[src/rtl/div_pkg.sv]
// -----------------------------------------------------------------------------
// div_pkg
// Shared definitions for the magnitude divider front end.
//   DIV_DW      : operand / result width (16).
//   DIV_CW      : width of the iteration counter, wide enough to hold DIV_DW.
//   div_state_t : divider control states (IDLE, ITER, DONE).
// -----------------------------------------------------------------------------
package div_pkg;

  localparam int DIV_DW = 16;
  localparam int DIV_CW = $clog2(DIV_DW + 1);

  typedef enum logic [1:0] {
    IDLE = 2'd0,
    ITER = 2'd1,
    DONE = 2'd2
  } div_state_t;

endpackage : div_pkg

[src/rtl/div_abs.sv]
// -----------------------------------------------------------------------------
// div_abs
// Combinational sign / magnitude extraction of a two's-complement value.
// Ports:
//   x_i    : W-bit two's-complement input.
//   sign_o : MSB of x_i.
//   mag_o  : unsigned W-bit magnitude. The most negative value maps onto
//            itself (e.g. 16'h8000), which is its correct unsigned magnitude.
// -----------------------------------------------------------------------------
module div_abs #(
  parameter int W = 16
) (
  input  logic [W-1:0] x_i,
  output logic         sign_o,
  output logic [W-1:0] mag_o
);

  assign sign_o = x_i[W-1];
  assign mag_o  = x_i[W-1] ? ((~x_i) + {{(W-1){1'b0}}, 1'b1}) : x_i;

endmodule : div_abs

[src/rtl/div_magnitude_core.sv]
// -----------------------------------------------------------------------------
// div_magnitude_core
// Signed-operand front end plus unsigned restoring divider. Produces the raw
// quotient and remainder magnitudes and the operand signs; sign correction is
// done by a downstream stage.
//
// Optional feature macro: DIV_ZERO_DETECT_EN
//   defined   : a zero divisor skips the iterations (IDLE -> DONE directly),
//               Result_RAW = all ones, Residue_RAW = |dividend|,
//               div_by_zero = 1.
//   undefined : a zero divisor runs all DW iterations (which naturally yield
//               all ones / |dividend|) and div_by_zero is tied to 0.
//
// Ports:
//   clk, rst_n     : clock, synchronous active-low reset.
//   start          : division request, accepted only while ready = 1.
//   dividend       : DW-bit two's-complement dividend.
//   divisor        : DW-bit two's-complement divisor.
//   ready          : idle, will accept start.
//   done           : one-cycle pulse, result outputs valid from this cycle on.
//   Dividend_Sign  : captured dividend MSB.
//   Divisor_Sign   : captured divisor MSB.
//   Result_RAW     : unsigned quotient magnitude.
//   Residue_RAW    : unsigned remainder magnitude.
//   div_by_zero    : divisor was zero (valid with done).
// -----------------------------------------------------------------------------
module div_magnitude_core
  import div_pkg::*;
#(
  parameter int DW = DIV_DW
) (
  input  logic          clk,
  input  logic          rst_n,
  input  logic          start,
  input  logic [DW-1:0] dividend,
  input  logic [DW-1:0] divisor,
  output logic          ready,
  output logic          done,
  output logic          Dividend_Sign,
  output logic          Divisor_Sign,
  output logic [DW-1:0] Result_RAW,
  output logic [DW-1:0] Residue_RAW,
  output logic          div_by_zero
);

  localparam int CW = $clog2(DW + 1);

  // ---------------------------------------------------------------------------
  // Operand sign/magnitude extraction: index 0 = dividend, 1 = divisor
  // ---------------------------------------------------------------------------
  logic [1:0][DW-1:0] op_raw;
  logic [1:0]         op_sign;
  logic [1:0][DW-1:0] op_mag;

  assign op_raw[0] = dividend;
  assign op_raw[1] = divisor;

  generate
    for (genvar gi = 0; gi < 2; gi++) begin : g_abs
      div_abs #(
        .W(DW)
      ) u_abs (
        .x_i    (op_raw[gi]),
        .sign_o (op_sign[gi]),
        .mag_o  (op_mag[gi])
      );
    end
  endgenerate

`ifdef DIV_ZERO_DETECT_EN
  logic divisor_zero;
  assign divisor_zero = (op_mag[1] == '0);
`endif

  // ---------------------------------------------------------------------------
  // State
  // ---------------------------------------------------------------------------
  div_state_t      state_q, state_d;
  logic [CW-1:0]   cnt_q, cnt_d;
  logic [DW-1:0]   rem_q, rem_d;
  logic [DW-1:0]   quo_q, quo_d;
  logic [DW-1:0]   dvsr_q, dvsr_d;
  logic            dvd_sign_q, dvd_sign_d;
  logic            dvs_sign_q, dvs_sign_d;
  logic [DW-1:0]   result_q, result_d;
  logic [DW-1:0]   residue_q, residue_d;
`ifdef DIV_ZERO_DETECT_EN
  logic            dbz_q, dbz_d;
`endif

  logic last_iter;
  assign last_iter = (cnt_q == CW'(1));

  // ---------------------------------------------------------------------------
  // One restoring step. The partial remainder is always below the divisor, so
  // the trial needs one extra bit but the accepted remainder fits in DW bits.
  // ---------------------------------------------------------------------------
  logic [DW:0]   trial;
  logic          trial_ge;
  logic [DW-1:0] rem_step;
  logic [DW-1:0] quo_step;

  always_comb begin
    trial    = {rem_q, quo_q[DW-1]};
    trial_ge = (trial >= {1'b0, dvsr_q});
    rem_step = trial_ge ? DW'(trial - {1'b0, dvsr_q}) : trial[DW-1:0];
    quo_step = {quo_q[DW-2:0], trial_ge};
  end

  // ---------------------------------------------------------------------------
  // FSM: state register
  // ---------------------------------------------------------------------------
  always_ff @(posedge clk) begin
    if (!rst_n) begin
      state_q <= IDLE;
    end else begin
      state_q <= state_d;
    end
  end

  // FSM: next state
  always_comb begin
    state_d = state_q;
    unique case (state_q)
      IDLE: begin
        if (start) begin
`ifdef DIV_ZERO_DETECT_EN
          state_d = divisor_zero ? DONE : ITER;
`else
          state_d = ITER;
`endif
        end
      end
      ITER: begin
        if (last_iter) begin
          state_d = DONE;
        end
      end
      DONE:    state_d = IDLE;
      default: state_d = IDLE;
    endcase
  end

  // FSM: outputs
  always_comb begin
    ready = (state_q == IDLE);
    done  = (state_q == DONE);
  end

  // ---------------------------------------------------------------------------
  // Datapath next-state
  // ---------------------------------------------------------------------------
  always_comb begin
    cnt_d      = cnt_q;
    rem_d      = rem_q;
    quo_d      = quo_q;
    dvsr_d     = dvsr_q;
    dvd_sign_d = dvd_sign_q;
    dvs_sign_d = dvs_sign_q;
    result_d   = result_q;
    residue_d  = residue_q;
`ifdef DIV_ZERO_DETECT_EN
    dbz_d      = dbz_q;
`endif
    unique case (state_q)
      IDLE: begin
        if (start) begin
          dvd_sign_d = op_sign[0];
          dvs_sign_d = op_sign[1];
          quo_d      = op_mag[0];
          dvsr_d     = op_mag[1];
          rem_d      = '0;
          cnt_d      = CW'(DW);
`ifdef DIV_ZERO_DETECT_EN
          // Shortcut: publish the all-ones quotient immediately.
          if (divisor_zero) begin
            result_d  = '1;
            residue_d = op_mag[0];
            dbz_d     = 1'b1;
          end
`endif
        end
      end
      ITER: begin
        rem_d = rem_step;
        quo_d = quo_step;
        cnt_d = cnt_q - CW'(1);
        // Final step: results are published as DONE is entered.
        if (last_iter) begin
          result_d  = quo_step;
          residue_d = rem_step;
`ifdef DIV_ZERO_DETECT_EN
          dbz_d     = 1'b0;
`endif
        end
      end
      default: ;
    endcase
  end

  // ---------------------------------------------------------------------------
  // Datapath registers
  // ---------------------------------------------------------------------------
  always_ff @(posedge clk) begin
    if (!rst_n) begin
      cnt_q      <= '0;
      rem_q      <= '0;
      quo_q      <= '0;
      dvsr_q     <= '0;
      dvd_sign_q <= 1'b0;
      dvs_sign_q <= 1'b0;
      result_q   <= '0;
      residue_q  <= '0;
`ifdef DIV_ZERO_DETECT_EN
      dbz_q      <= 1'b0;
`endif
    end else begin
      cnt_q      <= cnt_d;
      rem_q      <= rem_d;
      quo_q      <= quo_d;
      dvsr_q     <= dvsr_d;
      dvd_sign_q <= dvd_sign_d;
      dvs_sign_q <= dvs_sign_d;
      result_q   <= result_d;
      residue_q  <= residue_d;
`ifdef DIV_ZERO_DETECT_EN
      dbz_q      <= dbz_d;
`endif
    end
  end

  assign Dividend_Sign = dvd_sign_q;
  assign Divisor_Sign  = dvs_sign_q;
  assign Result_RAW    = result_q;
  assign Residue_RAW   = residue_q;
`ifdef DIV_ZERO_DETECT_EN
  assign div_by_zero   = dbz_q;
`else
  assign div_by_zero   = 1'b0;
`endif

endmodule : div_magnitude_core

[config.mk]
export PLATFORM = sky130hd
export DESIGN_NAME = div_magnitude_core
export DESIGN_NICKNAME = d
export VERILOG_FILES = /design/src/rtl/div_pkg.sv /design/src/rtl/div_abs.sv /design/src/rtl/div_magnitude_core.sv
export SDC_FILE = /design/constraint.sdc
export NUM_CORES = 1
export LEC_CHECK = 0
export CAP_MARGIN = 10
export CORE_ASPECT_RATIO = 1.2
export CORE_MARGIN = 1
export CORE_UTILIZATION = 60
export CTS_BUF_LIST = sky130_fd_sc_hd__clkbuf_4 sky130_fd_sc_hd__clkbuf_8 sky130_fd_sc_hd__clkbuf_16
export DETAILED_ROUTE_END_ITERATION = 8
export GPL_TIMING_DRIVEN = 0
export HOLD_SLACK_MARGIN = 0.15
export PLACE_DENSITY = 0.93
export SYNTH_ARGS = -nofsm -noshare
export SYNTH_HDL_FRONTEND = slang
export SYNTH_HIERARCHICAL = 1
export SYNTH_SLANG_ARGS = --single-unit
export TNS_END_PERCENT = 100
[constraint.sdc]
create_clock -name clk -period 4.6 [get_ports clk]
set_clock_uncertainty 0.2 [all_clocks]
set_input_delay 0.92 -clock clk [delete_from_list [all_inputs] [get_ports clk]]
set_output_delay 0.92 -clock clk [all_outputs]
set_load 0.02 [all_outputs]
# Yosys cells after proc, flatten, opt, wreduce, memory -nomap -nowiden
# Index checks and enable logic that the tools add are counted.
[totals] regBits=89 input_bits=35
[classes] n_addsub=4 magnitude_cmp=1 eq_ne=5 muxes=12 bitwise_logic=2 reduce_logical=6
[ops] cell="16-bit 2-to-1 mux" count=5
[ops] cell="16-bit one-hot mux with 2 select lines" count=2
[ops] cell="16-bit by 1-bit adder with 16-bit output (second input constant)" count=2
[ops] cell="16-bit inverter" count=2
[ops] cell="17-bit by 16-bit >= comparator with 1-bit output" count=1
[ops] cell="16-bit subtractor" count=1
[ops] cell="5-bit one-hot mux with 2 select lines" count=1
[ops] cell="2-bit AND reduction" count=4
[ops] cell="5-bit by 1-bit == test with 1-bit output (second input constant)" count=1
[ops] cell="5-bit 2-to-1 mux" count=1
[ops] cell="5-bit by 1-bit subtractor with 5-bit output (second input constant)" count=1
[ops] cell="2-bit 2-to-1 mux" count=2
[ops] cell="2-bit inequality test (second input constant)" count=2
[ops] cell="2-bit one-hot mux with 2 select lines" count=1
[ops] cell="2-bit by 1-bit == test with 1-bit output (second input constant)" count=1
[ops] cell="2-bit == test (second input constant)" count=1
[ops] cell="2-bit zero test" count=1
[ops] cell="2-bit nonzero test" count=1

# Longest topological paths before layout
[logic_depth] word_depth=5 depth_mapped=11 depth_no_buf=11

# Modules after synthesis
# Netlist, hierarchy kept.
[by_module_without_submodules] module="div_magnitude_core" n_inst=1 cells_per_inst=543 area_each_um2=4404.2 seq_area_each_um2=1781.7
[by_module_without_submodules] module="div_abs" n_inst=2 cells_per_inst=49 area_each_um2=372.9 seq_area_each_um2=0.0

# Worst setup path before layout
# OpenSTA, ideal clock, no wires.
[synth_path] path_kind="flip-flop to flip-flop" start="reg quo_q[15]" end="reg rem_q[14]" arrival_ps=2288 required_ps=4263 setup_slack_ps=1975 stages_incl_launch_ff=11 path_buffers=0 path_cell_list="dfxtp_1 > inv_1 > ha_1 > inv_1 > fa_1 > a21o_1 > a221oi_1 > o21ai_1 > o311a_2 > mux2i_1 > a211oi_1"
[synth_via] elab_chain_len=3
[synth_lines] element="start: declaration" line_no="div_magnitude_core.sv:81" source="logic [DW-1:0] quo_q, quo_d;"
[synth_lines] element="start signal: assignment" line_no="div_magnitude_core.sv:220" source="quo_q <= quo_d;"
[synth_lines] element="16-bit subtractor or 17-bit by 16-bit >= comparator with 1-bit output (tied branches)" line_no="div_magnitude_core.sv:106, div_magnitude_core.sv:105"
[synth_lines] element="16-bit 2-to-1 mux *" line_no="div_magnitude_core.sv:106" source="rem_step = trial_ge ? DW'(trial - {1'b0, dvsr_q}) : trial[DW-1:0];"
[synth_lines] element="16-bit one-hot mux with 2 select lines *" line_no="div_magnitude_core.sv:165" source="unique case (state_q)"
[synth_lines] element="end signal: assignment" line_no="div_magnitude_core.sv:219" source="rem_q <= rem_d;"
[synth_lines] element="end: declaration" line_no="div_magnitude_core.sv:80" source="logic [DW-1:0] rem_q, rem_d;"
# Every way passes the cells marked *; elsewhere a longest branch is shown, timed or not.
# A chain may end at the register's enable or synchronous reset.

# Worst setup path in the final report
# Same ends and word-level chain as after synthesis.

==> reports/qor.txt <==
status: finished clean
syn_nets: 697
Post-synth top cells: 118 x nand2_1, 89 x dfxtp_1, 58 x a21oi_1
io pins: 72
Tcrit/Tclk final: 73.1%
Antenna Nets Post-Route: 0
Seq/Total Area, Yosys: 34.6%
Hold Violations, Final: 0
Max Fclk: 297 MHz
post-detailed-route via-to-cell ratio: 6.05
Num CTS Buffers: 9
area leader, netlist: dfxtp_1
Pwr Density: 485 nW/um^2
CTS Buffer Depth: 2
CTS root buf: clkbuf_8
routed via count: 5082
Setup-failing EPs final: 0
Tmin final: 3.36 ns
nature of the critical path endpoint: flop
initial core utilization: 62.5%
clock transition at the registers of the reported paths: 0.09 ns
H-tree depth: 3
mapped cell area: 5150 sq um
final WL: 14.0 mm
Syn Inst Count: 641
placed cells: 824
Synthesis Warnings: 6
Overflow after GRT: 0
CTS tree: yes
Post-CTS Setup Inserts: 0
Leak: 2.25 nW
initial antenna violation count: 0
detail-routed net length per standard cell: 16.7 um
share of the synthesized area in the top cell type: 34.6%
RSZ-0062 raised after global routing: no
hpwl dp: 10.4 mm
Slew headroom: 39.0%
Worst VDD drop: 0.000270 V
GPL Wtd Cong: 0.913
synthesized flop and latch total: 89
die area: 8960 sq um
Hold Buf Count CTS: 0
row count: 36
Min-Delay Path Class: flop to flop
vias in the first global route: 4929
Setup TNS: 0 ns
number of synthesized flops with an enable pin: 0
die width: 86.6 um
CTS resizes: 0
worst-margin pin slew: 0.908 ns
die extent in y: 103 um
largest cells by area after synthesis: dfxtp_1 35%, nand2_1 8.6%, a21oi_1 5.6%
fin cells: 840
Post-synth ARST share: 0%
Avg Cell Area, Syn: 8.03 sq um
crit start category: flop
arrival time at the worst endpoint: 3.39 ns
GRT met3 Usage: 6.51%
DRC: 0
port bufs: 69
GRT Total Usage: 32.5%
global-route wire length before repair: 22.5 mm
max-cap violations: 0
Main synth FF type: dfxtp_1
Final nets: 777
First DRT Iteration DRCs: 369
Most Used Layer, Global Route: met2
crit-path max FO: 3
Area growth, synth to finish: 20.4%
CP Data Required Time: 4.63 ns
met1 Usage GRT: 34.2%
clock latency on the worst-skew pair: 0.37 ns
core area: 8240 sq um
GR Util met2: 59.6%
drt pass-1 iters: 5
Netlist cell types: 62
CTS sink cnt: 89
n_diodes: 0
largest net degree at the start of global routing: 14
proportion of layout cells with a drive suffix above 1: 7.16%
count leader, synth: nand2_1
fin. max-slew vios: 0
Setup CP Type: flop to flop
==> final cells by class <==
class,instances,area [sq um]
Sequential cell,89,1780
Timing Repair Buffer,69,691
Clock buffer,14,180
Multi-Input combinational cell,475,3030
Clock inverter,2,35.0
Buffer,51,244
Fill cell,560,2040
Inverter,26,97.6
Tap cell,114,143
==> sequential cells by signal (all words and copies together) (netlist names) <==
| register | count |
|---|---|
| Result_RAW | 16 |
| Divisor_Sign | 1 |
| Residue_RAW | 16 |
| cnt_q | 5 |
| rem_q | 16 |
| dvsr_q | 16 |
| state_q | 2 |
| quo_q | 16 |
| Dividend_Sign | 1 |
==> per-layer routing <==
layer	wire, um	vias up
met4	699	0
met3	733	66
li1	-	2420
met2	7180	204
met1	5380	2392
met5	0	-
==> per-stage QoR <==
stage	total power [mW]	hold WS [ns]	setup WS, ns	cell area [sq um]	utilization (%)
after floorplan	2.04	0.236	1.97	5150	-
after global routing	3.17	0.280	1.19	6200	75.2
final	3.00	0.260	1.24	6200	75.2
after detailed placement	2.39	0.251	1.34	5980	72.6
after CTS	2.97	0.262	1.37	6200	75.2
after global placement	2.34	0.247	1.38	5980	72.6
==> power by group <==
group	internal [mW]	total (mW)	leakage, nW	switching, mW
Sequential	0.836	0.892	0.724	0.0556
Combinational	0.651	1.54	1.41	0.885
Clock	0.307	0.577	0.114	0.269
==> layout by cell type, fill, tap and decap left out, types with 16 or more instances in the layout <==
| master | instances |
|---|---|
| mux2i_1 | 16 |
| ha_1 | 20 |
| xnor2_1 | 32 |
| o21ai_0 | 23 |
| dfxtp_1 | 89 |
| a22oi_1 | 16 |
| clkdlybuf4s50_1 | 69 |
| a21oi_1 | 58 |
| a21boi_0 | 23 |
| clkbuf_1 | 33 |
| o21ai_1 | 16 |
| inv_1 | 25 |
| nor2_1 | 19 |
| nand2_1 | 118 |
==> kinds of logic after synthesis <==
kind of cell               after synthesis  share of synthesized area (%)
AOI/OAI and AO/OA                      188                           24.5
xor gates and xnor gates                34                           5.78
adders and majority gates               21                           5.25
buffers and inverters                   77                           6.63
DFF                                     89                           34.6
muxes                                   17                           3.33
other                                    1                         0.0728
and+or+nand+nor                        214                           19.8
==> worst max-delay path, cell delays in order, from the launching register on <==
cell      delay (ns)
dfxtp_1         0.33
inv_1           0.08
ha_1            0.20
inv_1           0.06
fa_1            0.42
a21o_1          0.20
a221oi_1        0.54
o21ai_1         0.27
o311a_2         0.43
mux2i_1         0.34
a211oi_1        0.14
==> final timing paths <==
| kind | start | endpoint | slack [ns] | depth (start not counted) |
|---|---|---|---|---|
| max | quo_q[15] | rem_q[14] | 1.24 | 10 |
| min | dvsr_q[12] | dvsr_q[12] | 0.26 | 2 |
| min reg2reg | dvsr_q[12] | dvsr_q[12] | 0.26 | 2 |
| max reg2reg | quo_q[15] | rem_q[14] | 1.24 | 10 |
Power figures use the tool's default switching activity.
